### src/rtl/dmem_responder.sv
// Word-organised data memory slave with a fixed access latency and a
// valid/ready request and response handshake. Handles RISC-V byte, half and word loads and stores.
module dmem_responder #(
  parameter int DEPTH_WORDS = 64,
  parameter int WAIT_CYCLES = 2
) (
  input  logic        clk,
  input  logic        rst,
  input  logic        req_valid,
  output logic        req_ready,
  input  logic        req_write,
  input  logic [31:0] req_addr,
  input  logic [2:0]  req_f3,
  input  logic [31:0] req_wdata,
  output logic        resp_valid,
  input  logic        resp_ready,
  output logic [31:0] resp_rdata,
  output logic        resp_err
);

  localparam int AW = $clog2(DEPTH_WORDS);

  typedef enum logic [1:0] {IDLE, WAIT, RESP} state_t;

  state_t      state, state_next;
  logic [3:0]  count, count_next;
  logic        write_q;
  logic [AW+1:0] addr_q;
  logic [2:0]  f3_q;
  logic [31:0] wdata_q;
  logic [31:0] mem [DEPTH_WORDS];

  logic          accept, enter_resp;
  logic          cur_write;
  logic [AW+1:0] cur_addr;
  logic [2:0]    cur_f3;
  logic [31:0]   cur_wdata;
  logic [AW-1:0] cur_idx;
  logic          illegal, misaligned, err;
  logic [3:0]    byte_en;
  logic [31:0]   store_data, word, shifted, load_val;
  logic          unused_addr;

  assign unused_addr = ^req_addr[31:AW+2];

  assign req_ready  = (state == IDLE);
  assign resp_valid = (state == RESP);
  assign accept     = req_valid && (state == IDLE);

  // With zero wait cycles the access completes on the accept edge, so the
  // live request inputs are used before they have been latched.
  assign cur_write = (state == IDLE) ? req_write : write_q;
  assign cur_addr  = (state == IDLE) ? req_addr[AW+1:0] : addr_q;
  assign cur_f3    = (state == IDLE) ? req_f3 : f3_q;
  assign cur_wdata = (state == IDLE) ? req_wdata : wdata_q;
  assign cur_idx   = cur_addr[AW+1:2];

  assign enter_resp = (accept && (WAIT_CYCLES == 0)) || ((state == WAIT) && (count <= 4'd1));

  always_comb begin
    state_next = state;
    count_next = count;
    case (state)
      IDLE: begin
        if (accept) begin
          state_next = (WAIT_CYCLES == 0) ? RESP : WAIT;
          count_next = 4'(WAIT_CYCLES);
        end
      end
      WAIT: begin
        count_next = count - 4'd1;
        if (count <= 4'd1) state_next = RESP;
      end
      RESP: begin
        if (resp_ready) state_next = IDLE;
      end
      default: state_next = IDLE;
    endcase
  end

  always_comb begin
    if (cur_write) illegal = !(cur_f3 inside {3'b000, 3'b001, 3'b010});
    else           illegal = !(cur_f3 inside {3'b000, 3'b001, 3'b010, 3'b100, 3'b101});
    misaligned = ((cur_f3[1:0] == 2'b01) && cur_addr[0]) ||
                 ((cur_f3[1:0] == 2'b10) && (cur_addr[1:0] != 2'b00));
    err = illegal || misaligned;
  end

  // Store data is replicated across lanes so the byte enables alone pick the target.
  always_comb begin
    byte_en    = 4'b0000;
    store_data = cur_wdata;
    case (cur_f3[1:0])
      2'b00: begin
        byte_en    = 4'b0001 << cur_addr[1:0];
        store_data = {4{cur_wdata[7:0]}};
      end
      2'b01: begin
        byte_en    = cur_addr[1] ? 4'b1100 : 4'b0011;
        store_data = {2{cur_wdata[15:0]}};
      end
      2'b10: byte_en = 4'b1111;
      default: byte_en = 4'b0000;
    endcase
  end

  always_comb begin
    word    = mem[cur_idx];
    shifted = word >> {cur_addr[1:0], 3'b000};
    case (cur_f3)
      3'b000:  load_val = {{24{shifted[7]}}, shifted[7:0]};
      3'b001:  load_val = {{16{shifted[15]}}, shifted[15:0]};
      3'b010:  load_val = word;
      3'b100:  load_val = {24'h0, shifted[7:0]};
      3'b101:  load_val = {16'h0, shifted[15:0]};
      default: load_val = 32'h0;
    endcase
  end

  always_ff @(posedge clk or negedge rst) begin
    if (!rst) begin
      state      <= IDLE;
      count      <= 4'd0;
      write_q    <= 1'b0;
      addr_q     <= '0;
      f3_q       <= 3'b000;
      wdata_q    <= 32'h0;
      resp_rdata <= 32'h0;
      resp_err   <= 1'b0;
    end else begin
      state <= state_next;
      count <= count_next;
      if (accept) begin
        write_q <= req_write;
        addr_q  <= req_addr[AW+1:0];
        f3_q    <= req_f3;
        wdata_q <= req_wdata;
      end
      if (enter_resp) begin
        resp_err   <= err;
        resp_rdata <= (err || cur_write) ? 32'h0 : load_val;
      end
    end
  end

  // Storage has no reset; an aborted access never reaches its commit edge.
  always_ff @(posedge clk) begin
    if (enter_resp && cur_write && !err) begin
      for (int b = 0; b < 4; b++) begin
        if (byte_en[b]) mem[cur_idx][8*b +: 8] <= store_data[8*b +: 8];
      end
    end
  end

endmodule

### config.mk
export PLATFORM = sky130hd
export DESIGN_NAME = dmem_responder
export DESIGN_NICKNAME = d
export VERILOG_FILES = /design/src/rtl/dmem_responder.sv
export SDC_FILE = /design/constraint.sdc
export NUM_CORES = 2
export LEC_CHECK = 0
export CORE_ASPECT_RATIO = 1.5
export CORE_MARGIN = 5
export CORE_UTILIZATION = 40
export DETAILED_ROUTE_END_ITERATION = 10
export GPL_TIMING_DRIVEN = 1
export PLACE_DENSITY = 0.56
export SKIP_CTS_REPAIR_TIMING = 1
export SYNTH_ARGS = -nofsm -noshare
export SYNTH_HDL_FRONTEND = slang
export SYNTH_SLANG_ARGS = --single-unit
### constraint.sdc
create_clock -name clk -period 4.9 [get_ports clk]
set_input_delay 1.225 -clock clk [delete_from_list [all_inputs] [get_ports clk]]
set_output_delay 1.225 -clock clk [all_outputs]
set_load 0.02 [all_outputs]
==> impl.org <==
** STA
- Smallest hold slack :: 474 ps
- Post-Route Skew :: between 60 and 70 ps
- The routed design could run at a clock period as short as 4690 ps.
- For the pin with the worst max-slew slack, the measured transition is roughly 1200 ps.
- Setup violations remaining at the end of the flow were counted as 0.
- The worst pin sits at a relative slew slack of between 15 and 20%.
- In the final timing run, aggregate negative setup slack is 0 ps.
- RSZ-0062 raised after global routing :: false
- Timing would allow up to 213 MHz.
- Share of the clock period used by the worst path :: between 90 and 100%
- Final Slew Violations :: 0
- Number of endpoints with negative hold slack in the final report :: 0

** Hold path
- Origin of the worst min-delay path :: wdata_q[0]
- Tightest Hold Check Type :: flop to flop

** Layout
- Post-route cell area :: between 0.1 and 0.15 sq mm
- Layout cell share with drive strength beyond 1 :: between 20% and 30%
- Fill cells in the final layout number about 18000.
- Final cell count without fillers :: between 9000 and 10000
- Net count, final :: between 6000 and 7000
- The area growth from synthesis to layout is 22.0%.

** Global routing
- Antenna violations before repair :: 9
- First-pass GRT wire length :: 419000 um
- Entering global routing, the biggest net connects 65 pins.
- Global routing used 26.7% of the available tracks.
- Via count of the first global-routing pass :: 55300
- The total overflow left after global routing is 0.

** Clock network
- Clock-pin slew was measured on the worst setup and hold paths at 70 ps.
- Maximum level of the CTS H-tree :: 4
- In this run the clock root is driven by a sky130_fd_sc_hd__clkbuf_16.
- Worst-skew pair later-pin latency :: about 850 ps
- No sink is reached through more buffers than the 4 on the longest clock path.
- CTS tree :: built
- Clock Sinks :: 2131
- Clock tree synthesis inserted a total of between 150 and 200 buffers.

** Die
- The floorplan step set the die width to around 380 um.
- The initial utilization of the core area, before any placement, comes to 40.2%.
- Ports placed on the boundary :: roughly 110
- Row generation in the floorplan step produced between 200 and 250 rows.
- Die area :: about 0.22 sq mm
- The die is approximately 570 um tall.
- Core Region :: about 0.21 sq mm

** Place
- In this run the cell area measured after placement is 0.0949 sq mm.
- Port Buffers :: 82
- Placed wire-length estimate :: approximately 200000 um
- In this run, placement finished with an instance count of roughly 9000.
- At the end of routability-driven placement, the weighted congestion stood at 0.942.

** Power
- The analysis attributes to cell leakage a power of between 30 and 40 nW.
- Worst-case vdd ir drop :: roughly 0.001 V
- In this run the power density over the cells is a little under 800 mW/mm^2.

** Logic synthesis
- Most used flip-flop cell after synthesis :: sky130_fd_sc_hd__edfxtp_1
- Count of flip-flops with a built-in enable after synthesis :: about 2000
- Area of the mapped netlist :: between 0.08 and 0.09 sq mm
- Total of flip-flops plus latches after synthesis :: 2131
- Sequential cell area fraction in the yosys report :: ~77%
- Synthesis produced around 5500 cells.
- Synthesized area divided by synthesized cell count :: between 15 and 20 sq um
- During synthesis, Yosys emitted a total of 0 warnings.
- In the synthesized netlist the async set-or-reset flop fraction comes to 3.89%.
- Counting every net in the synthesized netlist gives around 5600.
- Synthesis instantiated between 100 and 150 different standard cells from the library.

** Drt
- Via count normalized by instance count :: a little over 6
- Mean routed wirelength per cell :: between 30 and 40 um
- Pre-Repair DR Iteration Count :: 5
- After detailed routing, the total wire length is about 300000 um.
- The final route contains 56600 vias.
- In this run the remaining antenna-violating nets after routing total 0.
- Count of routing violations after the opening detailed-route iteration :: 6636
- For this run, design rule violations remaining after detail routing come to 0.

** Run
- Number of violations of the max-capacitance limit :: 0

** Setup path
- For this run, the slowest stage of the critical path takes around 850 ps.
- STA puts the critical path data required time at between 5000 and 6000 ps.
- The worst setup path is captured at a flop.
- The startpoint identified for the worst register-to-register timing path is state[0].
- Critical Path Start Type :: input port
- Most common cell type on the critical path :: sky130_fd_sc_hd__buf_4
- The critical path goes through clkdlybuf4s50_1 > buf_4 > nor4b_2 > a21oi_4 > buf_4 > buf_12 > a211oi_1 > a2111oi_0 > buf_4 > o22ai_1 > nor4_2 > buf_4 > and2_1 > a221oi_1 > o41ai_2.
- STA puts the critical path data arrival time at roughly 5400 ps.
- Source of the critical timing path :: req_addr[4]
- The worst setup path is of the input port to flop kind.
- For this design, the slowest cell found on the critical path is sky130_fd_sc_hd__a2111oi_0.
- In this run the worst path has a maximum fanout of 22.

** Outcome
- The run finished with clean final reports.
## final timing paths
| check | to | cells after the start | slack [ps] |
|---|---|---|---|
| max reg2reg | resp_rdata[2] | 13 | 400 |
| max | resp_rdata[1] | 15 | 210 |
| min reg2reg | wdata_q[0] | 2 | 470 |
| min | wdata_q[0] | 2 | 470 |
| max in group asynchronous | wdata_q[20] | 2 | 3510 |
| min in group asynchronous | wdata_q[17] | 1 | 520 |
## per-stage QoR
stage / power, W / utilization, % / setup slack [ps]
final: 0.0779 / 49.1 / 210
after global routing: 0.0800 / 49.1 / 167
after CTS: 0.0775 / 49.1 / 233
after detailed placement: 0.0621 / 46.0 / -626
after global placement: 0.0617 / 46.0 / -585
after floorplan: 0.0416 / - / 107
## cells in the final DEF (no fill, tap or decap), types with 41 or more instances in the layout
master / instances
sky130_fd_sc_hd__a211oi_1: 77
sky130_fd_sc_hd__a21oi_1: 92
sky130_fd_sc_hd__a221oi_1: 57
sky130_fd_sc_hd__a31oi_1: 89
sky130_fd_sc_hd__a32oi_1: 41
sky130_fd_sc_hd__and3_1: 84
sky130_fd_sc_hd__buf_12: 119
sky130_fd_sc_hd__buf_4: 905
sky130_fd_sc_hd__clkbuf_1: 41
sky130_fd_sc_hd__clkbuf_16: 200
sky130_fd_sc_hd__clkdlybuf4s50_1: 81
sky130_fd_sc_hd__dfrtp_1: 83
sky130_fd_sc_hd__edfxtp_1: 2048
sky130_fd_sc_hd__mux2i_1: 81
sky130_fd_sc_hd__nand2_1: 570
sky130_fd_sc_hd__nand3_1: 148
sky130_fd_sc_hd__nor2_1: 193
sky130_fd_sc_hd__nor3_1: 328
sky130_fd_sc_hd__o21ai_0: 140
sky130_fd_sc_hd__o221ai_1: 130
sky130_fd_sc_hd__o22ai_1: 519
## cells in the mapped netlist, types with 31 or more instances
cell | instances | area share (%)
sky130_fd_sc_hd__edfxtp_1 | 2048 | 74
sky130_fd_sc_hd__nand2_1 | 580 | 2.6
sky130_fd_sc_hd__o22ai_1 | 520 | 3.9
sky130_fd_sc_hd__nor3_1 | 331 | 2.0
sky130_fd_sc_hd__nor2_1 | 201 | 0.91
sky130_fd_sc_hd__clkbuf_1 | 171 | 0.77
sky130_fd_sc_hd__buf_2 | 156 | 0.94
sky130_fd_sc_hd__nand3_1 | 148 | 0.89
sky130_fd_sc_hd__o21ai_0 | 142 | 0.86
sky130_fd_sc_hd__o221ai_1 | 130 | 1.4
sky130_fd_sc_hd__a21oi_1 | 102 | 0.62
sky130_fd_sc_hd__a31oi_1 | 95 | 0.72
sky130_fd_sc_hd__mux2i_1 | 94 | 1.1
sky130_fd_sc_hd__and3_1 | 84 | 0.63
sky130_fd_sc_hd__dfrtp_1 | 83 | 2.5
sky130_fd_sc_hd__a211oi_1 | 77 | 0.70
sky130_fd_sc_hd__a221oi_1 | 57 | 0.60
sky130_fd_sc_hd__a32oi_1 | 43 | 0.45
sky130_fd_sc_hd__buf_4 | 40 | 0.36
sky130_fd_sc_hd__buf_1 | 35 | 0.16
sky130_fd_sc_hd__a22oi_1 | 31 | 0.28
## area by class of cell
class | instances | area [sq um] | share of cell area, %
multi-input combinational | 2941 | 17900 | 17.7
timing repair buffer | 1105 | 9990 | 9.87
tap | 2678 | 3350 | 3.31
inverter | 19 | 71.3 | 0.0704
antenna | 2 | 5.00 | 0.00494
clock inverter | 106 | 1200 | 1.19
clock buffer | 241 | 5160 | 5.10
sequential | 2131 | 63600 | 62.8
## per-layer routing
metal  GRT usage, %  up-vias  routed length [um]
met5              0        -                  76
met4           15.3        6               20900
met3           4.09      714               23800
met2           44.1     2959              142000
met1           33.6    29000              110000
li1               -    23900                   -
## where the power goes
| part | switching [W] | internal [W] | total (W) |
|---|---|---|---|
| Combinational | 0.0249 | 0.0117 | 0.0366 |
| Clock | 0.00671 | 0.00884 | 0.0155 |
| Sequential | 0.000225 | 0.0255 | 0.0257 |
| Total | 0.0319 | 0.0460 | 0.0779 |
## kinds of logic after synthesis
family	after synthesis	synth area share (%)
AO/OA/AOI/OAI	1370	11.4
flip-flops	2131	76.6
XOR/XNOR	1	0.0106
buffers and inverters	438	2.54
adder cells (fa/ha/maj)	2	0.0301
multiplexers	104	1.30
AND/OR/NAND/NOR	1464	8.08
## registers in the layout (all words and copies together), names as in the netlist
name / flops
f3_q: 3
wdata_q: 32
write_q: 1
resp_rdata: 32
mem: 2048
resp_err: 1
state: 2
addr_q: 8
count: 4
## critical path: cells and delay by family
kind | cells | cell delay, ps
buf+inv | 6 | 1890
simple gates | 3 | 600
compound gates | 6 | 1680
No activity file was read; power rests on OpenSTA's default activity.
